**config.mk**
```make
export PLATFORM = sky130hd
export DESIGN_NAME = dac_sample_sequencer
export DESIGN_NICKNAME = d
export VERILOG_FILES = /design/src/rtl/dac_sample_sequencer.sv
export SDC_FILE = /design/constraint.sdc
export NUM_CORES = 1
export LEC_CHECK = 0
export ABC_AREA = 1
export CAP_MARGIN = 40
export CORE_UTILIZATION = 33
export CTS_CLUSTER_DIAMETER = 60
export DETAILED_ROUTE_END_ITERATION = 16
export GPL_TIMING_DRIVEN = 1
export PLACE_DENSITY = 0.68
export SLEW_MARGIN = 20
export SYNTH_ARGS = -nofsm -noshare
export SYNTH_HDL_FRONTEND = slang
export SYNTH_SLANG_ARGS = --single-unit
```
**constraint.sdc**
```tcl
create_clock -name clk -period 1.56 [get_ports clk]
set_clock_uncertainty 0.1 [all_clocks]
set_input_delay 0.234 -clock clk [delete_from_list [all_inputs] [get_ports clk]]
set_output_delay 0.234 -clock clk [all_outputs]
set_load 0.02 [all_outputs]
```
**src/rtl/dac_sample_sequencer.sv**
```systemverilog
// Sample-period scheduler: captures coherent A/B samples once per period and issues two spaced DAC command writes.
// Optional saturating underrun counter port enabled by defining DAC_SEQ_UNDERRUN_CNT_EN.
module dac_sample_sequencer #(
  parameter int DIV  = 1024,
  parameter int GAP  = 18,
  parameter int BUF  = 1,
  parameter int GA_N = 1
) (
  input  logic        clk,
  input  logic        rst_n,
  input  logic        enable,
  input  logic [11:0] a_data,
  input  logic        a_valid,
  output logic        a_ready,
  input  logic [11:0] b_data,
  input  logic        b_valid,
  output logic        b_ready,
  output logic        dac_wr,
  output logic [15:0] dac_wr_data,
  output logic [1:0]  underrun,
  output logic        busy
`ifdef DAC_SEQ_UNDERRUN_CNT_EN
  ,
  output logic [7:0]  underrun_count
`endif
);

  localparam int CW = (DIV > 1) ? $clog2(DIV) : 1;
  localparam int GW = (GAP > 2) ? $clog2(GAP) : 1;

  typedef enum logic [2:0] {IDLE, SEND_A, GAP_A, SEND_B, GAP_B} state_t;

  state_t       state_q, state_d;
  logic [CW-1:0] cnt_q, cnt_d;
  logic [GW-1:0] gap_q, gap_d;
  logic [11:0]  a_hold_q, a_hold_d;
  logic [11:0]  b_hold_q, b_hold_d;
  logic         dac_wr_q, dac_wr_d;
  logic [15:0]  dac_wr_data_q, dac_wr_data_d;
  logic [1:0]   underrun_q, underrun_d;
  logic         tick;
  logic         accept;

  assign tick   = enable && (cnt_q == CW'(DIV - 1));
  assign accept = (state_q == IDLE) && tick;

  assign a_ready     = accept;
  assign b_ready     = accept;
  assign busy        = (state_q != IDLE);
  assign dac_wr      = dac_wr_q;
  assign dac_wr_data = dac_wr_data_q;
  assign underrun    = underrun_q;

  always_comb begin
    cnt_d = '0;
    if (enable && (cnt_q != CW'(DIV - 1))) cnt_d = cnt_q + 1'b1;
  end

  // Both holds update in the same tick cycle so the pair stays coherent.
  always_comb begin
    a_hold_d   = a_hold_q;
    b_hold_d   = b_hold_q;
    underrun_d = '0;
    if (accept) begin
      if (a_valid) a_hold_d = a_data;
      else         underrun_d[0] = 1'b1;
      if (b_valid) b_hold_d = b_data;
      else         underrun_d[1] = 1'b1;
    end
  end

  always_comb begin
    state_d       = state_q;
    gap_d         = gap_q;
    dac_wr_d      = 1'b0;
    dac_wr_data_d = dac_wr_data_q;
    case (state_q)
      IDLE: if (tick) state_d = SEND_A;
      SEND_A: begin
        dac_wr_d      = 1'b1;
        dac_wr_data_d = {1'b0, 1'(BUF), 1'(GA_N), 1'b1, a_hold_q};
        gap_d         = '0;
        state_d       = GAP_A;
      end
      GAP_A: begin
        if (gap_q == GW'(GAP - 2)) begin
          gap_d   = '0;
          state_d = SEND_B;
        end else begin
          gap_d = gap_q + 1'b1;
        end
      end
      SEND_B: begin
        dac_wr_d      = 1'b1;
        dac_wr_data_d = {1'b1, 1'(BUF), 1'(GA_N), 1'b1, b_hold_q};
        gap_d         = '0;
        state_d       = GAP_B;
      end
      GAP_B: begin
        if (gap_q == GW'(GAP - 2)) begin
          gap_d   = '0;
          state_d = IDLE;
        end else begin
          gap_d = gap_q + 1'b1;
        end
      end
      default: state_d = IDLE;
    endcase
  end

  always_ff @(posedge clk) begin
    if (!rst_n) begin
      state_q       <= IDLE;
      cnt_q         <= '0;
      gap_q         <= '0;
      a_hold_q      <= 12'h800;
      b_hold_q      <= 12'h800;
      dac_wr_q      <= 1'b0;
      dac_wr_data_q <= '0;
      underrun_q    <= '0;
    end else begin
      state_q       <= state_d;
      cnt_q         <= cnt_d;
      gap_q         <= gap_d;
      a_hold_q      <= a_hold_d;
      b_hold_q      <= b_hold_d;
      dac_wr_q      <= dac_wr_d;
      dac_wr_data_q <= dac_wr_data_d;
      underrun_q    <= underrun_d;
    end
  end

`ifdef DAC_SEQ_UNDERRUN_CNT_EN
  logic [7:0] ucnt_q, ucnt_d;
  logic [8:0] ucnt_sum;

  assign ucnt_sum       = {1'b0, ucnt_q} + 9'(underrun_q[0]) + 9'(underrun_q[1]);
  assign underrun_count = ucnt_q;

  always_comb begin
    ucnt_d = '0;
    if (enable) ucnt_d = ucnt_sum[8] ? 8'hFF : ucnt_sum[7:0];
  end

  always_ff @(posedge clk) begin
    if (!rst_n) ucnt_q <= '0;
    else        ucnt_q <= ucnt_d;
  end
`endif

endmodule
```
* Yosys cells after proc, flatten, opt, wreduce, memory -nomap -nowiden *
Index checks and enable logic that the tools add are counted.

cells by class
  equality and inequality tests = 10
  multiplexer cells = 10
  reduce and logical (&&, ||, !) cells = 14
  $add $sub $neg = 2

operators with widths
  cell                                                                    count
  16-bit case mux with 2 select lines                                     1
  3-bit case mux with 5 select lines                                      1
  10-bit by 1-bit adder with 10-bit output (second input constant)        1
  10-bit equality test (second input constant)                            1
  10-bit != test (second input constant)                                  1
  5-bit case mux with 2 select lines                                      1
  3-bit 2-to-1 mux                                                        3
  2-bit AND reduction                                                     4
  3-bit by 2-bit equality test with 1-bit output (second input constant)  2
  2-bit != test (second input constant)                                   3
  5-bit by 1-bit adder with 5-bit output (second input constant)          1
  5-bit equality test (second input constant)                             1
  5-bit 2-to-1 mux                                                        1
  2-bit nonzero test                                                      2
  2-bit OR reduction                                                      2
  3-bit by 1-bit equality test with 1-bit output (second input constant)  1
  3-bit equality test (second input constant)                             1
  1-bit logical AND                                                       3
  3-bit zero test                                                         1
  1-bit 2-to-1 mux                                                        3
  3-bit AND reduction                                                     1
  3-bit nonzero test                                                      1

storage, ports and cells
  word-level logic and storage cells = 44
  output and inout port bits = 22
  register bits after elaboration = 61

* Longest topological paths before layout *
  depth after elaboration = 4
  mapped depth = 10
  gate-level depth less buffers = 9

* Worst setup path after synthesis *
OpenSTA, ideal clock, no wires.

  path type = register -> output
  start point = reg cnt_q[0]
  end point = out b_ready
  slack = -0.547 ns
  buffers on the path = 1
  data arrival time = 1.773 ns
  stages on the path, launching flop included = 7
  path through = dfxtp_1 > ha_1 > nand2_2 > nor2_4 > nand3_2 > nor3_1 > buf_4

on the way
  cells in the longest elaborated chain, start to end = 3

ends and longest elaborated chain
  element                 RTL line  RTL
  from (decl)             34        logic [CW-1:0] cnt_q, cnt_d;
  from (signal assigned)  123       cnt_q <= cnt_d;
  10-bit equality test    44        assign tick = enable && (cnt_q == CW'(DIV - 1));
  1-bit logical AND       44
  1-bit logical AND       45        assign accept = (state_q == IDLE) && tick;
  to (decl)               17        output logic b_ready,

No other way between the ends.

* Final worst setup path *
  start point = reg cnt_q[0]
  end point = reg a_hold_q[10]

on the way
  cells in the longest elaborated chain, start to end = 4

ends and longest elaborated chain
  element                               RTL line  RTL
  10-bit equality test                  44
  1-bit logical AND                     44
  1-bit logical AND                     45
  2-bit AND reduction (no source line)  n/a
  to (signal assigned)                  125       a_hold_q <= a_hold_d;
  to (decl)                             36        logic [11:0] a_hold_q, a_hold_d;

No other way between the ends.
A chain may end at the register's enable or synchronous reset.

==> results_tabular.tex <==
\begin{tabular}{lr}
\hline
Metric & Value \\
\hline
\multicolumn{2}{l}{\textbf{Timing}} \\
Max-slew violations & 0 \\
Unrepaired setup endpoints after global routing & true \\
Worst-Margin Slew & around 0.31 ns \\
Max Clock Freq & approximately 560 MHz \\
Max\_slew headroom & 0.791 \\
Part of the cycle the worst path needs & 1.15 \\
Time the worst path needs with I/O delays and setup & 1.79 ns \\
Total count of hold-check failures in the final report & 0 \\
Post-layout worst setup margin & -0.227 ns \\
Setup Viol. Count Final & 26 \\
\multicolumn{2}{l}{\textbf{Clock tree}} \\
Number of H-tree levels & 3 \\
Clk Tree Root Cell & sky130\_fd\_sc\_hd\_\_clkbuf\_8 \\
Clock tree from TritonCTS & yes \\
Clock-pin transition on the worst setup and hold timing paths & 0.07 ns \\
Total clock buffers created by CTS & 9 \\
CTS sink count & 59 \\
Hold buffer count at cts & 0 \\
Buffer depth of the longest clock path & 2 \\
Clock network latency to the later pin of the worst-skew pair & 0.34 ns \\
\multicolumn{2}{l}{\textbf{Yosys}} \\
Proportion of synthesized chip area in sequential cells & 0.431 \\
Library cell with the largest summed area after synthesis & sky130\_fd\_sc\_hd\_\_dfxtp\_1 \\
Synthesized netlist cell count & 401 \\
Synth area leaders & sky130\_fd\_sc\_hd\_\_dfxtp\_1, sky130\_fd\_sc\_hd\_\_nand2\_1, sky130\_fd\_sc\_hd\_\_inv\_1 \\
Yosys cell types & 25 \\
Post-synth net total & about 430 \\
Synth top area share & 0.431 \\
Area of the mapped netlist & 2740 sq um \\
Number of flip-flops and latches in the synthesized netlist & 59 \\
Mean cell area of the mapped netlist & 6.83 sq um \\
Warnings, synthesis & 0 \\
\multicolumn{2}{l}{\textbf{Final layout}} \\
Area occupied by multi-input gates & 1230 sq um \\
Final core utilization & 0.502 \\
Nets@finish & 522 \\
Register area & roughly 1200 sq um \\
Total inserted antenna cells & 0 \\
Growth of design area from synthesis to finish & 44.7\% \\
Proportion of layout cells with a drive suffix above 1 & 0.194 \\
Cell Count, Final, Fillers Out & 597 \\
Number of fill cells in the layout & 754 \\
\multicolumn{2}{l}{\textbf{Detailed routing}} \\
Initial DRT Pass Iterations & 4 \\
Via density per instance & 4.57 \\
Initial DRC count & 101 \\
Routed length per instance & $\sim$12 microns \\
Post-detailed-routing wire length & roughly 7 mm \\
Post-route DRC & 0 \\
Via Count & between 2000 and 3000 \\
ANT nets after route & 0 \\
\multicolumn{2}{l}{\textbf{Power and ir drop}} \\
Areal power density over the cells & approximately 820 nW/um\^{}2 \\
Switching portion of total power & 0.278 \\
Max IR drop VDD & slightly above 0.4 mV \\
Part of the total power dissipated in sequential elements & 0.473 \\
Internal power & 2360 uW \\
Clock power share & 0.382 \\
Net Switching & 908 uW \\
Static Leakage & 0.00187 uW \\
Relative contribution of combinational cells to total power & 0.145 \\
\multicolumn{2}{l}{\textbf{Worst setup path}} \\
Startpoint of the lowest-slack register-to-register path & cnt\_q[0]\$\_SDFF\_PN0\_ \\
Worst EP required & 1.70 ns \\
Worst setup path category & register to register \\
CP peak stage delay & 0.35 ns \\
Cell chain of the critical path & ha\_4 > nand2\_4 > nor2\_4 > nand3\_4 > buf\_4 > nor2\_4 > buf\_12 > bufbuf\_16 > nand4\_1 > nand2\_1 > nor2\_1 \\
Worst reg2reg path depth & 11 \\
Data arrival time of the critical path & between 1.5 and 2 ns \\
Critical Path Fanout Max & 7 \\
Most common cell type on the critical path & sky130\_fd\_sc\_hd\_\_nor2\_4 \\
Critical path origin & cnt\_q[0]\$\_SDFF\_PN0\_ \\
Register-to-register setup slack & -0.23 ns \\
Largest delay share family, worst path & buffers and inverters \\
Number of buffer and inverter stages on the critical path & 3 \\
Kind of end point of the critical path & register \\
Slowest cell on the critical path & sky130\_fd\_sc\_hd\_\_dfxtp\_2 \\
Type of element launching the critical path & register \\
Capture point of the worst reg-to-reg path & a\_hold\_q[10]\$\_SDFFE\_PN0P\_ \\
\multicolumn{2}{l}{\textbf{Place}} \\
Global placement routability congestion & 0.823 \\
Number of cells after detailed placement & between 500 and 600 \\
Worst slack at placement & -0.460 ns \\
IO buf count & 50 \\
Final HPWL DP & 4.90 mm \\
\multicolumn{2}{l}{\textbf{Floorplanning}} \\
Overall die width & 93.1 microns \\
Die height & 93.1 microns \\
Area of the core region & around 7900 sq um \\
Die area & 8660 sq um \\
Effective utilization at floorplan & 0.347 \\
I/O pin cnt & slightly above 50 \\
Number of cell rows & 32 \\
\multicolumn{2}{l}{\textbf{GRT}} \\
Congestion Overflow GR & 0 \\
First-pass GRT wire length & 11.3 mm \\
Total routing usage reported by global routing & 0.168 \\
Largest net degree at the start of global routing & 26 \\
Antenna violations before repair & 0 \\
Via count of the first global-routing pass & roughly 2500 \\
\multicolumn{2}{l}{\textbf{Min path}} \\
Worst hold path class & register to register \\
Source of the worst hold timing path & a\_hold\_q[11]\$\_SDFFE\_PN1P\_ \\
Hold Path Stages & 2 \\
Worst Hold Endpoint & a\_hold\_q[11]\$\_SDFFE\_PN1P\_ \\
\multicolumn{2}{l}{\textbf{Run status}} \\
Violated checks & negative setup slack \\
Result of the run & finished with violations \\
\multicolumn{2}{l}{\textbf{Run}} \\
MaxCap Viol Count & 0 \\
\hline
\end{tabular}
## cell usage after synthesis
master	count
sky130_fd_sc_hd__nor3_1	2
sky130_fd_sc_hd__buf_6	2
sky130_fd_sc_hd__nor2_2	1
sky130_fd_sc_hd__inv_2	1
sky130_fd_sc_hd__nand2_2	1
sky130_fd_sc_hd__buf_2	3
sky130_fd_sc_hd__clkbuf_1	8
sky130_fd_sc_hd__ha_1	3
sky130_fd_sc_hd__buf_1	1
sky130_fd_sc_hd__nor2_1	44
sky130_fd_sc_hd__a21oi_1	14
sky130_fd_sc_hd__nor3b_1	2
sky130_fd_sc_hd__or2_2	3
sky130_fd_sc_hd__nor2_4	2
sky130_fd_sc_hd__buf_4	3
sky130_fd_sc_hd__inv_1	89
sky130_fd_sc_hd__xnor2_1	2
sky130_fd_sc_hd__o221ai_1	6
sky130_fd_sc_hd__nand2_1	93
sky130_fd_sc_hd__nand3_1	20
sky130_fd_sc_hd__dfxtp_1	59
sky130_fd_sc_hd__nand4_1	24
sky130_fd_sc_hd__nand3_2	3
sky130_fd_sc_hd__o21ai_0	14
sky130_fd_sc_hd__clkinv_1	1
## power groups by stage
stage	Combinational (uW)	Clock [uW]	Sequential [uW]
floorplan	190	0	1590
finish	474	1250	1540
global route	510	1350	1550
CTS	453	1280	1540
global placement	445	0	1580
detailed placement	449	0	1580
## cells in the final DEF, fill, tap and decap left out, types with 13 or more instances in the layout
master,Yosys,final
sky130_fd_sc_hd__dfxtp_1,59,54
sky130_fd_sc_hd__dlygate4sd2_1,0,19
sky130_fd_sc_hd__a21oi_1,14,13
sky130_fd_sc_hd__clkdlybuf4s50_1,0,28
sky130_fd_sc_hd__nand3_1,20,20
sky130_fd_sc_hd__nor2_1,44,41
sky130_fd_sc_hd__nand4_1,24,24
sky130_fd_sc_hd__inv_1,89,88
sky130_fd_sc_hd__o21ai_0,14,13
sky130_fd_sc_hd__nand2_1,93,84
sky130_fd_sc_hd__buf_4,3,38
## cells by family after synthesis
family | count (synthesis) | synth area share
adders and majority gates | 3 | 0.0137
xor gates and xnor gates | 2 | 0.00640
and+or+nand+nor | 195 | 0.319
AOI/OAI and AO/OA | 34 | 0.0704
buffers and inverters | 108 | 0.159
DFF | 59 | 0.431
## sequential cells by signal, summed over array words and instances (netlist names)
signal / flops
gap_q: 5
dac_wr: 1
state_q: 3
dac_wr_data: 14
b_hold_q: 12
a_hold_q: 12
cnt_q: 10
underrun: 2
## layer usage
layer | vias up | GRT usage | routed length (microns)
met5 | - | 0 | 0
met3 | 12 | 0.0341 | 455
met1 | 1206 | 0.211 | 3040
li1 | 1421 | - | -
met4 | 0 | 0.0962 | 136
met2 | 88 | 0.269 | 3280
## worst register-to-register path, delay by kind of cell, from the launching register on
kind	cells	cell delay, ns
simple gates	7	0.53
buf+inv	3	0.55
flops	1	0.35
fa+ha+maj	1	0.15
## final cells by class
type | count | share of cell area
inverters | 91 | 0.0863
repair buffers | 94 | 0.226
clock buffers | 10 | 0.0348
clock inverters | 6 | 0.0104
flip-flops and latches | 59 | 0.300
multi-input cells | 235 | 0.311
well taps | 102 | 0.0322
## per-stage QoR
stage	TNS (ns)	power [uW]	hold slack, ns	area [sq um]
2_1_floorplan	-0.124	1780	0.275	2780
3_3_place_gp	-6.05	2020	0.358	3620
3_5_place_dp	-6.69	2030	0.370	3620
4_1_cts	-4.36	3270	0.392	3890
5_1_grt	-7.10	3410	0.408	3960
6_report	-4.61	3260	0.386	3960
## worst max path at each step
stage / cells after the start / end / slack, ns
after floorplan: 6 / b_ready / -0.12
after global placement: 6 / a_ready / -0.46
after detailed placement: 6 / a_ready / -0.46
after CTS: 6 / a_ready / -0.25
after global routing: 6 / a_ready / -0.32
final: 11 / a_hold_q[10]$_SDFFE_PN0P_ / -0.23
## what timing repair did
| item | CTS | global route |
|---|---|---|
| endpoints found under the hold margin | 0 | 0 |
| pin swaps | 8 | 4 |
| resized for setup | 44 | 18 |
| setup buffers | 4 | 5 |
| cloned | 2 | 0 |
| endpoints found under the setup margin | 48 | 40 |
(Power assumes the default switching activity.)
